===== src/rtl/lsu_pkg.sv =====
`default_nettype none
// ============================================================================
//  Module   : lsu_pkg
//  Brief    : Shared funct3 constants, access-size encodings, FSM state type
//             and request-classification helpers for the load/store unit.
//  Revision : 1.0  initial release
// ============================================================================
package lsu_pkg;

    localparam logic [2:0] c_F3_B  = 3'b000;
    localparam logic [2:0] c_F3_H  = 3'b001;
    localparam logic [2:0] c_F3_W  = 3'b010;
    localparam logic [2:0] c_F3_BU = 3'b100;
    localparam logic [2:0] c_F3_HU = 3'b101;

    localparam logic [1:0] c_SIZE_B = 2'b00;
    localparam logic [1:0] c_SIZE_H = 2'b01;
    localparam logic [1:0] c_SIZE_W = 2'b10;

    typedef enum logic [1:0] {
        ST_IDLE = 2'd0,
        ST_ACC0 = 2'd1,
        ST_ACC1 = 2'd2,
        ST_RESP = 2'd3
    } lsu_state_t;

    function automatic logic f_illegal(input logic store, input logic [2:0] funct3);
        logic legal;
        legal = (funct3 inside {c_F3_B, c_F3_H, c_F3_W}) ||
                (!store && (funct3 inside {c_F3_BU, c_F3_HU}));
        return !legal;
    endfunction

    // True when the access crosses into the next word (offset + size > 4).
    function automatic logic f_spans(input logic [1:0] size, input logic [1:0] offset);
        logic result;
        case (size)
            c_SIZE_H: result = (offset == 2'd3);
            c_SIZE_W: result = (offset != 2'd0);
            default:  result = 1'b0;
        endcase
        return result;
    endfunction

endpackage
`default_nettype wire


===== src/rtl/lsu_align.sv =====
`default_nettype none
// ============================================================================
//  Module   : lsu_align
//  Brief    : Combinational byte-lane steering: byte-enable masks, store data
//             shift into lanes, and load data realignment with extension.
//  Revision : 1.0  initial release
// ============================================================================
module lsu_align
    import lsu_pkg::*;
(
    input  logic [1:0]  size,
    input  logic [1:0]  offset,
    input  logic        zero_ext,
    input  logic [31:0] store_data,
    input  logic [31:0] rdata_lo,
    input  logic [31:0] rdata_hi,
    output logic [3:0]  be_lo,
    output logic [3:0]  be_hi,
    output logic [31:0] wdata_lo,
    output logic [31:0] wdata_hi,
    output logic [31:0] load_data
);

    logic [3:0]  w_mask;
    logic [7:0]  w_be_all;
    logic [63:0] w_wide_wdata;
    logic [63:0] w_wide_rdata;
    logic [31:0] w_shifted;

    always_comb begin
        w_mask = 4'b0000;
        case (size)
            c_SIZE_B: w_mask = 4'b0001;
            c_SIZE_H: w_mask = 4'b0011;
            c_SIZE_W: w_mask = 4'b1111;
            default:  w_mask = 4'b0000;
        endcase
    end

    assign w_be_all     = {4'b0000, w_mask} << offset;
    assign be_lo        = w_be_all[3:0];
    assign be_hi        = w_be_all[7:4];

    assign w_wide_wdata = {32'h0, store_data} << {offset, 3'b000};
    assign wdata_lo     = w_wide_wdata[31:0];
    assign wdata_hi     = w_wide_wdata[63:32];

    // Two-beat window shifted down so the addressed byte lands in lane 0.
    assign w_wide_rdata = {rdata_hi, rdata_lo};
    assign w_shifted    = w_wide_rdata[{offset, 3'b000} +: 32];

    always_comb begin
        load_data = w_shifted;
        case (size)
            c_SIZE_B: load_data = zero_ext ? {24'h0, w_shifted[7:0]}
                                           : {{24{w_shifted[7]}}, w_shifted[7:0]};
            c_SIZE_H: load_data = zero_ext ? {16'h0, w_shifted[15:0]}
                                           : {{16{w_shifted[15]}}, w_shifted[15:0]};
            default:  load_data = w_shifted;
        endcase
    end

endmodule
`default_nettype wire


===== src/rtl/load_store_unit.sv =====
`default_nettype none
// ============================================================================
//  Module   : load_store_unit
//  Brief    : RV32I load/store unit with single-request FSM driving a
//             word-addressed memory port. Define LSU_MISALIGNED_EN to split
//             word-crossing accesses into two beats; otherwise they error.
//  Revision : 1.0  initial release
// ============================================================================
module load_store_unit
    import lsu_pkg::*;
(
    input  logic        clk,
    input  logic        reset,
    input  logic        req_valid,
    output logic        req_ready,
    input  logic        req_store,
    input  logic [2:0]  req_funct3,
    input  logic [31:0] req_addr,
    input  logic [31:0] req_wdata,
    output logic        rsp_valid,
    output logic [31:0] rsp_rdata,
    output logic        rsp_err,
    output logic        mem_en,
    output logic        mem_we,
    output logic [29:0] mem_addr,
    output logic [3:0]  mem_be,
    output logic [31:0] mem_wdata,
    input  logic [31:0] mem_rdata
);

    lsu_state_t  r_state;
    lsu_state_t  w_next;
    logic        r_store;
    logic [2:0]  r_funct3;
    logic [31:0] r_addr;
    logic [31:0] r_wdata;
    logic        r_err;

    logic        w_handshake;
    logic        w_req_err;
    logic [31:0] w_rdata_lo;
    logic [31:0] w_rdata_hi;
    logic [3:0]  w_be_lo;
    logic [3:0]  w_be_hi;
    logic [31:0] w_wdata_lo;
    logic [31:0] w_wdata_hi;
    logic [31:0] w_load_data;

    assign w_handshake = req_valid && (r_state == ST_IDLE);

`ifdef LSU_MISALIGNED_EN
    logic        r_hold;
    logic [31:0] r_hold_data;
    logic        w_spans;

    assign w_spans    = f_spans(r_funct3[1:0], r_addr[1:0]);
    assign w_req_err  = f_illegal(req_store, req_funct3);
    // Split loads see beat 0 in the hold register and beat 1 on the bus.
    assign w_rdata_lo = w_spans ? r_hold_data : mem_rdata;
    assign w_rdata_hi = w_spans ? mem_rdata   : 32'h0;

    always_ff @(posedge clk) begin
        if (reset) begin
            r_hold      <= 1'b0;
            r_hold_data <= 32'h0;
        end else begin
            r_hold <= (r_state == ST_ACC1);
            if (r_state == ST_ACC1) begin
                r_hold_data <= mem_rdata;
            end
        end
    end
`else
    assign w_req_err  = f_illegal(req_store, req_funct3) ||
                        f_spans(req_funct3[1:0], req_addr[1:0]);
    assign w_rdata_lo = mem_rdata;
    assign w_rdata_hi = 32'h0;
`endif

    lsu_align u_align (
        .size       (r_funct3[1:0]),
        .offset     (r_addr[1:0]),
        .zero_ext   (r_funct3[2]),
        .store_data (r_wdata),
        .rdata_lo   (w_rdata_lo),
        .rdata_hi   (w_rdata_hi),
        .be_lo      (w_be_lo),
        .be_hi      (w_be_hi),
        .wdata_lo   (w_wdata_lo),
        .wdata_hi   (w_wdata_hi),
        .load_data  (w_load_data)
    );

    always_ff @(posedge clk) begin
        if (reset) begin
            r_state  <= ST_IDLE;
            r_store  <= 1'b0;
            r_funct3 <= 3'b000;
            r_addr   <= 32'h0;
            r_wdata  <= 32'h0;
            r_err    <= 1'b0;
        end else begin
            r_state <= w_next;
            if (w_handshake) begin
                r_store  <= req_store;
                r_funct3 <= req_funct3;
                r_addr   <= req_addr;
                r_wdata  <= req_wdata;
                r_err    <= w_req_err;
            end
        end
    end

    always_comb begin
        w_next = r_state;
        case (r_state)
            ST_IDLE: begin
                if (w_handshake) begin
                    w_next = w_req_err ? ST_RESP : ST_ACC0;
                end
            end
`ifdef LSU_MISALIGNED_EN
            ST_ACC0: w_next = w_spans ? ST_ACC1 : ST_RESP;
            ST_ACC1: w_next = ST_RESP;
`else
            ST_ACC0: w_next = ST_RESP;
`endif
            ST_RESP: w_next = ST_IDLE;
            default: w_next = ST_IDLE;
        endcase
    end

    // Outputs are forced to their reset values while reset is high so that an
    // aborted access never issues another beat in the reset cycle itself.
    always_comb begin
        req_ready = reset || (r_state == ST_IDLE);
        rsp_valid = 1'b0;
        rsp_err   = 1'b0;
        rsp_rdata = 32'h0;
        mem_en    = 1'b0;
        mem_we    = 1'b0;
        mem_addr  = 30'h0;
        mem_be    = 4'b0000;
        mem_wdata = 32'h0;
        if (!reset) begin
            case (r_state)
                ST_ACC0: begin
                    mem_en    = 1'b1;
                    mem_we    = r_store;
                    mem_addr  = r_addr[31:2];
                    mem_be    = w_be_lo;
                    mem_wdata = w_wdata_lo;
                end
`ifdef LSU_MISALIGNED_EN
                ST_ACC1: begin
                    mem_en    = 1'b1;
                    mem_we    = r_store;
                    mem_addr  = r_addr[31:2] + 30'd1;
                    mem_be    = w_be_hi;
                    mem_wdata = w_wdata_hi;
                end
`endif
                ST_RESP: begin
                    rsp_valid = 1'b1;
                    rsp_err   = r_err;
                    rsp_rdata = (r_store || r_err) ? 32'h0 : w_load_data;
                end
                default: ;
            endcase
        end
    end

`ifndef LSU_MISALIGNED_EN
    logic w_unused;
    assign w_unused = ^{w_be_hi, w_wdata_hi};
`endif

endmodule
`default_nettype wire


===== config.mk =====
export PLATFORM = sky130hd
export DESIGN_NAME = load_store_unit
export DESIGN_NICKNAME = d
export VERILOG_FILES = /design/src/rtl/lsu_pkg.sv /design/src/rtl/lsu_align.sv /design/src/rtl/load_store_unit.sv
export SDC_FILE = /design/constraint.sdc
export NUM_CORES = 1
export LEC_CHECK = 0
export ABC_AREA = 0
export ABC_CLOCK_PERIOD_IN_PS = 2000
export BUFFER_PORTS_ARGS = -buffer_cell sky130_fd_sc_hd__buf_2
export CORE_ASPECT_RATIO = 1.4
export CORE_MARGIN = 2
export CORE_UTILIZATION = 38
export DETAILED_ROUTE_END_ITERATION = 6
export HOLD_SLACK_MARGIN = 0.03
export PLACE_DENSITY = 0.8
export SLEW_MARGIN = 10
export SYNTH_ARGS = -nofsm -noshare
export SYNTH_HDL_FRONTEND = slang
export SYNTH_SLANG_ARGS = --single-unit
export TNS_END_PERCENT = 20

===== constraint.sdc =====
create_clock -name clk -period 2 [get_ports clk]
set_input_delay 0.3 -clock clk [delete_from_list [all_inputs] [get_ports clk]]
set_output_delay 0.3 -clock clk [all_outputs]
set_load 0.005 [all_outputs]

==> Flow_metrics.wiki <==
{| class="wikitable"
! Metric !! Value
|-
| Drt first-iter violations || 190
|-
| Remaining global-route overflow || 0
|-
| Clock Path Buffers || 2
|-
| Total length of routed wires || 14.7 mm
|-
| Result of the run || finished with violations
|-
| Top cell family by delay on the critical path || simple AND/OR/NAND/NOR gates
|-
| Number of flops mapped to enable cells by yosys || 0
|-
| Number of antenna-violating nets in the routed design || 0
|-
| Clock buffer count from CTS || 9
|-
| Effective utilization at floorplan || 39.1%
|-
| Highest net fanout along the worst path || 8
|-
| IO Port Bufs || 205
|-
| Slowest stage delay, CP || 0.57 ns
|-
| Synth Net Count || 705
|-
| Largest family of logic cells by synthesized area || simple AND/OR/NAND/NOR gates
|-
| GPL Wtd Cong || 0.852
|-
| Failing checks || negative setup slack
|-
| Wire length of the first global-routing pass || approximately 23 mm
|-
| Count leader, synth || sky130_fd_sc_hd__nand2_1
|-
| Xor and xnor area share after synthesis || 0%
|-
| Hold Path Class || input port to flop
|-
| Placed wire-length estimate || 10.8 mm
|-
| Number of remaining DRC errors || 0
|-
| Portion of netlist area occupied by mux cells || 8.14%
|-
| Portion of the post-synthesis area used by sequential elements || 33.3%
|-
| Maximum number of pins on one net before global-route repair || 45
|-
| Worst path arrival time || 2.01 ns
|-
| Worst reg2reg path endpoint || r_addr[30]
|-
| Synthesized area per cell || 7.18 µm²
|-
| NumNets Final || 905
|-
| Post-synthesis instance area || 4270 µm²
|-
| Power consumption || 4.29 mW
|-
| Global Route Usage Sum || 23.6%
|-
| Total number of yosys warnings || 0
|-
| Number of hold-slack violations in the final timing report || 0
|-
| Unrepaired setup endpoints after global routing || true
|-
| Grt met1 use || 24.9%
|-
| Die Footprint || 12,100 µm²
|-
| CP Class || flop to output pin
|-
| Crit. path cell count || 6
|-
| Share of synthesized cell area in and, or, nand and nor gates || a little under a third
|-
| Initial antenna violation count || 1
|-
| Drt via density || about 5.2
|-
| Reg2reg path depth || 6
|-
| Critical Path Start || r_addr[1]
|-
| Sequential Area || 1430 µm²
|-
| TritonCTS sink count || 71
|-
| Area of the multi-input gates || 2720 µm²
|-
| Vias in the first global route || between 4,000 and 5,000
|-
| Count of antenna diodes in the layout || 0
|-
| Leakage power total || around 2.9 nW
|-
| Distinct cells, synth || 37
|-
| Post-route clock period utilization || 115%
|-
| Detailed-route wire length per cell || 15.7 µm
|-
| Critical Path Slowest Stage Cell || sky130_fd_sc_hd__or4_4
|-
| Final Slew Violations || 0
|-
| Layout filler cell count || ~1,100
|-
| Final Util || 55.5%
|-
| Max Clk Rate || 0.433 GHz
|-
| Synthesis-stage register bit count || slightly above 70
|-
| DR vias || 4,898
|-
| Cell types with the highest counts after synthesis || sky130_fd_sc_hd__nand2_1 (141), sky130_fd_sc_hd__a21oi_1 (95), sky130_fd_sc_hd__dfxtp_1 (71)
|-
| Clock tree from TritonCTS || done
|-
| Count of final setup violators || 50
|-
| Worst Max-Slew Pin Slew || about 0.80 ns
|-
| Capture point of the worst path || rsp_rdata[19]
|-
| I/O Pins || 206
|-
| Worst endpoint required time || roughly 1.7 ns
|-
| Depth of the CTS H-tree || 3
|-
| Number of maximum-capacitance constraint violations || 0
|-
| Synthesized-area fraction occupied by adder cells || around 2.0%
|-
| Power per standard cell area || just over 700 nW/µm²
|-
| Pre-Repair DR Iteration Count || 5
|-
| Later-pin clock latency in the skew report || 0.33 ns
|-
| Global route hottest layer || met2
|-
| Final setup skew || approximately 0.0035 ns
|-
| Cell taking the most area after synthesis || sky130_fd_sc_hd__dfxtp_1
|-
| Launching point of the worst reg2reg path || r_state[0]
|-
| Die extent in x || between 90 and 100 µm
|-
| Crit path time final || 2.31 ns
|-
| Count of buffer and inverter cells on the critical path || 2
|-
| Synth async-reset ratio || 0%
|-
| Root buffer selected by CTS || sky130_fd_sc_hd__clkbuf_16
|-
| Site row count || 45
|-
| Most used flip-flop cell after synthesis || sky130_fd_sc_hd__dfxtp_1
|-
| Worst VDD drop || roughly 0.55 mV
|-
| Layout-stage area growth over the synthesis result || 41.8%
|-
| Core Region || 10,900 µm²
|-
| Max-slew headroom || about 47%
|-
| Most frequent cell on the critical path || sky130_fd_sc_hd__buf_6
|-
| Vertical die dimension || 129 µm
|-
| Met3 usage in global routing || 8.02%
|-
| Critical Path, Cell by Cell || buf_6 -> nor2b_1 -> and4b_1 -> or4_4 -> and3_4 -> buf_6
|-
| Clock-pin slew of the registers on the worst-case setup and hold paths || 0.06 ns
|-
| Portion of synthesized cell area occupied by the leading cell type || approximately 33%
|-
| Sort of element at the start of the critical path || flop
|-
| Met2 usage || 43.8%
|-
| Fraction of the mapped netlist area in compound gates || 20.8%
|-
| Cell types with the largest area share after synthesis || sky130_fd_sc_hd__dfxtp_1 (33%), sky130_fd_sc_hd__nand2_1 (12%), sky130_fd_sc_hd__a21oi_1 (11%)
|-
| Min setup slack post-route || -0.308 ns
|-
| Share of post-route cells with drive strength above 1 || 36.8%
|-
| Hold slack final || between 0.15 and 0.2 ns
|-
| Hold-fix buffers at CTS || 0
|-
| Register-to-Register Setup Slack || 0.47 ns
|-
| Kind of end point of the critical path || output pin
|-
| Gate count after technology mapping || 595
|}
==> through the flow <==
step	std cells	TNS, ns	worst slack [ns]	instance area [µm²]
2_1_floorplan	595	0	0.0104	4270
3_3_place_gp	921	-2.04	-0.159	5550
3_5_place_dp	921	-2.67	-0.203	5550
4_1_cts	941	-6.83	-0.289	6020
5_1_grt	941	-12.39	-0.362	6060
6_report	941	-7.03	-0.308	6060
==> layer usage <==
| layer | part of all wire, % | vias up | wire length, µm |
|---|---|---|---|
| li1 | - | 2445 | - |
| met1 | 37 | 2233 | 5490 |
| met2 | 52 | 193 | 7600 |
| met3 | 9.1 | 25 | 1340 |
| met4 | 1.9 | 2 | 280 |
| met5 | 0.088 | - | 13 |
==> report_power, final <==
part           internal, mW  switching [mW]
sequential             1.52          0.0710
clock                  1.13           0.607
combinational         0.414           0.553
==> how the worst min path moves through the flow <==
stage	endpoint	cells after the start	startpoint
2_1_floorplan	r_state[0]	1	req_valid
3_3_place_gp	r_addr[28]	2	r_addr[28]
3_5_place_dp	r_addr[23]	2	r_addr[23]
4_1_cts	r_wdata[5]	3	req_wdata[5]
5_1_grt	r_addr[9]	3	req_addr[9]
6_report	r_addr[3]	3	req_addr[3]
==> flip-flops by register name, summed over array words and instances, names as in the netlist <==
signal and count:
r_addr 32, r_wdata 32, r_funct3 3, r_state 2, r_err 1, r_store 1
==> worst reg2reg max path: cells and delay by family, from the launching register on <==
kind / cells / cell delay (ns)
buffers and inverters: 2 / 0.47
AO/OA/AOI/OAI: 1 / 0.15
flip-flops: 1 / 0.33
AND/OR/NAND/NOR: 3 / 0.52
==> final cells by class <==
class	count	share of cell area, %
Multi-Input combinational cell	463	44.9
Sequential cell	71	23.6
Timing Repair Buffer	244	22.8
Clock buffer	11	4.00
Tap cell	141	2.91
Clock inverter	5	1.34
Inverter	6	0.413
==> cell usage in the layout, fill, tap and decap left out, types with 7 or more instances in the layout <==
master / count
sky130_fd_sc_hd__buf_6: 7
sky130_fd_sc_hd__clkbuf_16: 9
sky130_fd_sc_hd__dfxtp_1: 65
sky130_fd_sc_hd__o2bb2ai_1: 8
sky130_fd_sc_hd__nand2_1: 140
sky130_fd_sc_hd__a211oi_1: 27
sky130_fd_sc_hd__nor2_1: 39
sky130_fd_sc_hd__nor2b_1: 16
sky130_fd_sc_hd__a21oi_1: 95
sky130_fd_sc_hd__o21ai_0: 9
sky130_fd_sc_hd__and3_1: 45
sky130_fd_sc_hd__buf_2: 204
sky130_fd_sc_hd__nor3_1: 9
sky130_fd_sc_hd__mux2i_1: 30
sky130_fd_sc_hd__buf_4: 30
==> kinds of logic after synthesis <==
family                   count (synthesis)
AO/OA/AOI/OAI                          149
adder cells (fa/ha/maj)                  7
buffers and inverters                   61
flip-flops                              71
multiplexers                            33
AND/OR/NAND/NOR                        274
==> what timing repair did <==
item | 4_1_cts | 5_1_grt
gates resized for setup | 29 | 9
pin swaps | 5 | 0
buffers inserted | 4 | 0
setup endpoints to repair | 66 | 68
Note: power is estimated with default switching activity, not from simulation.
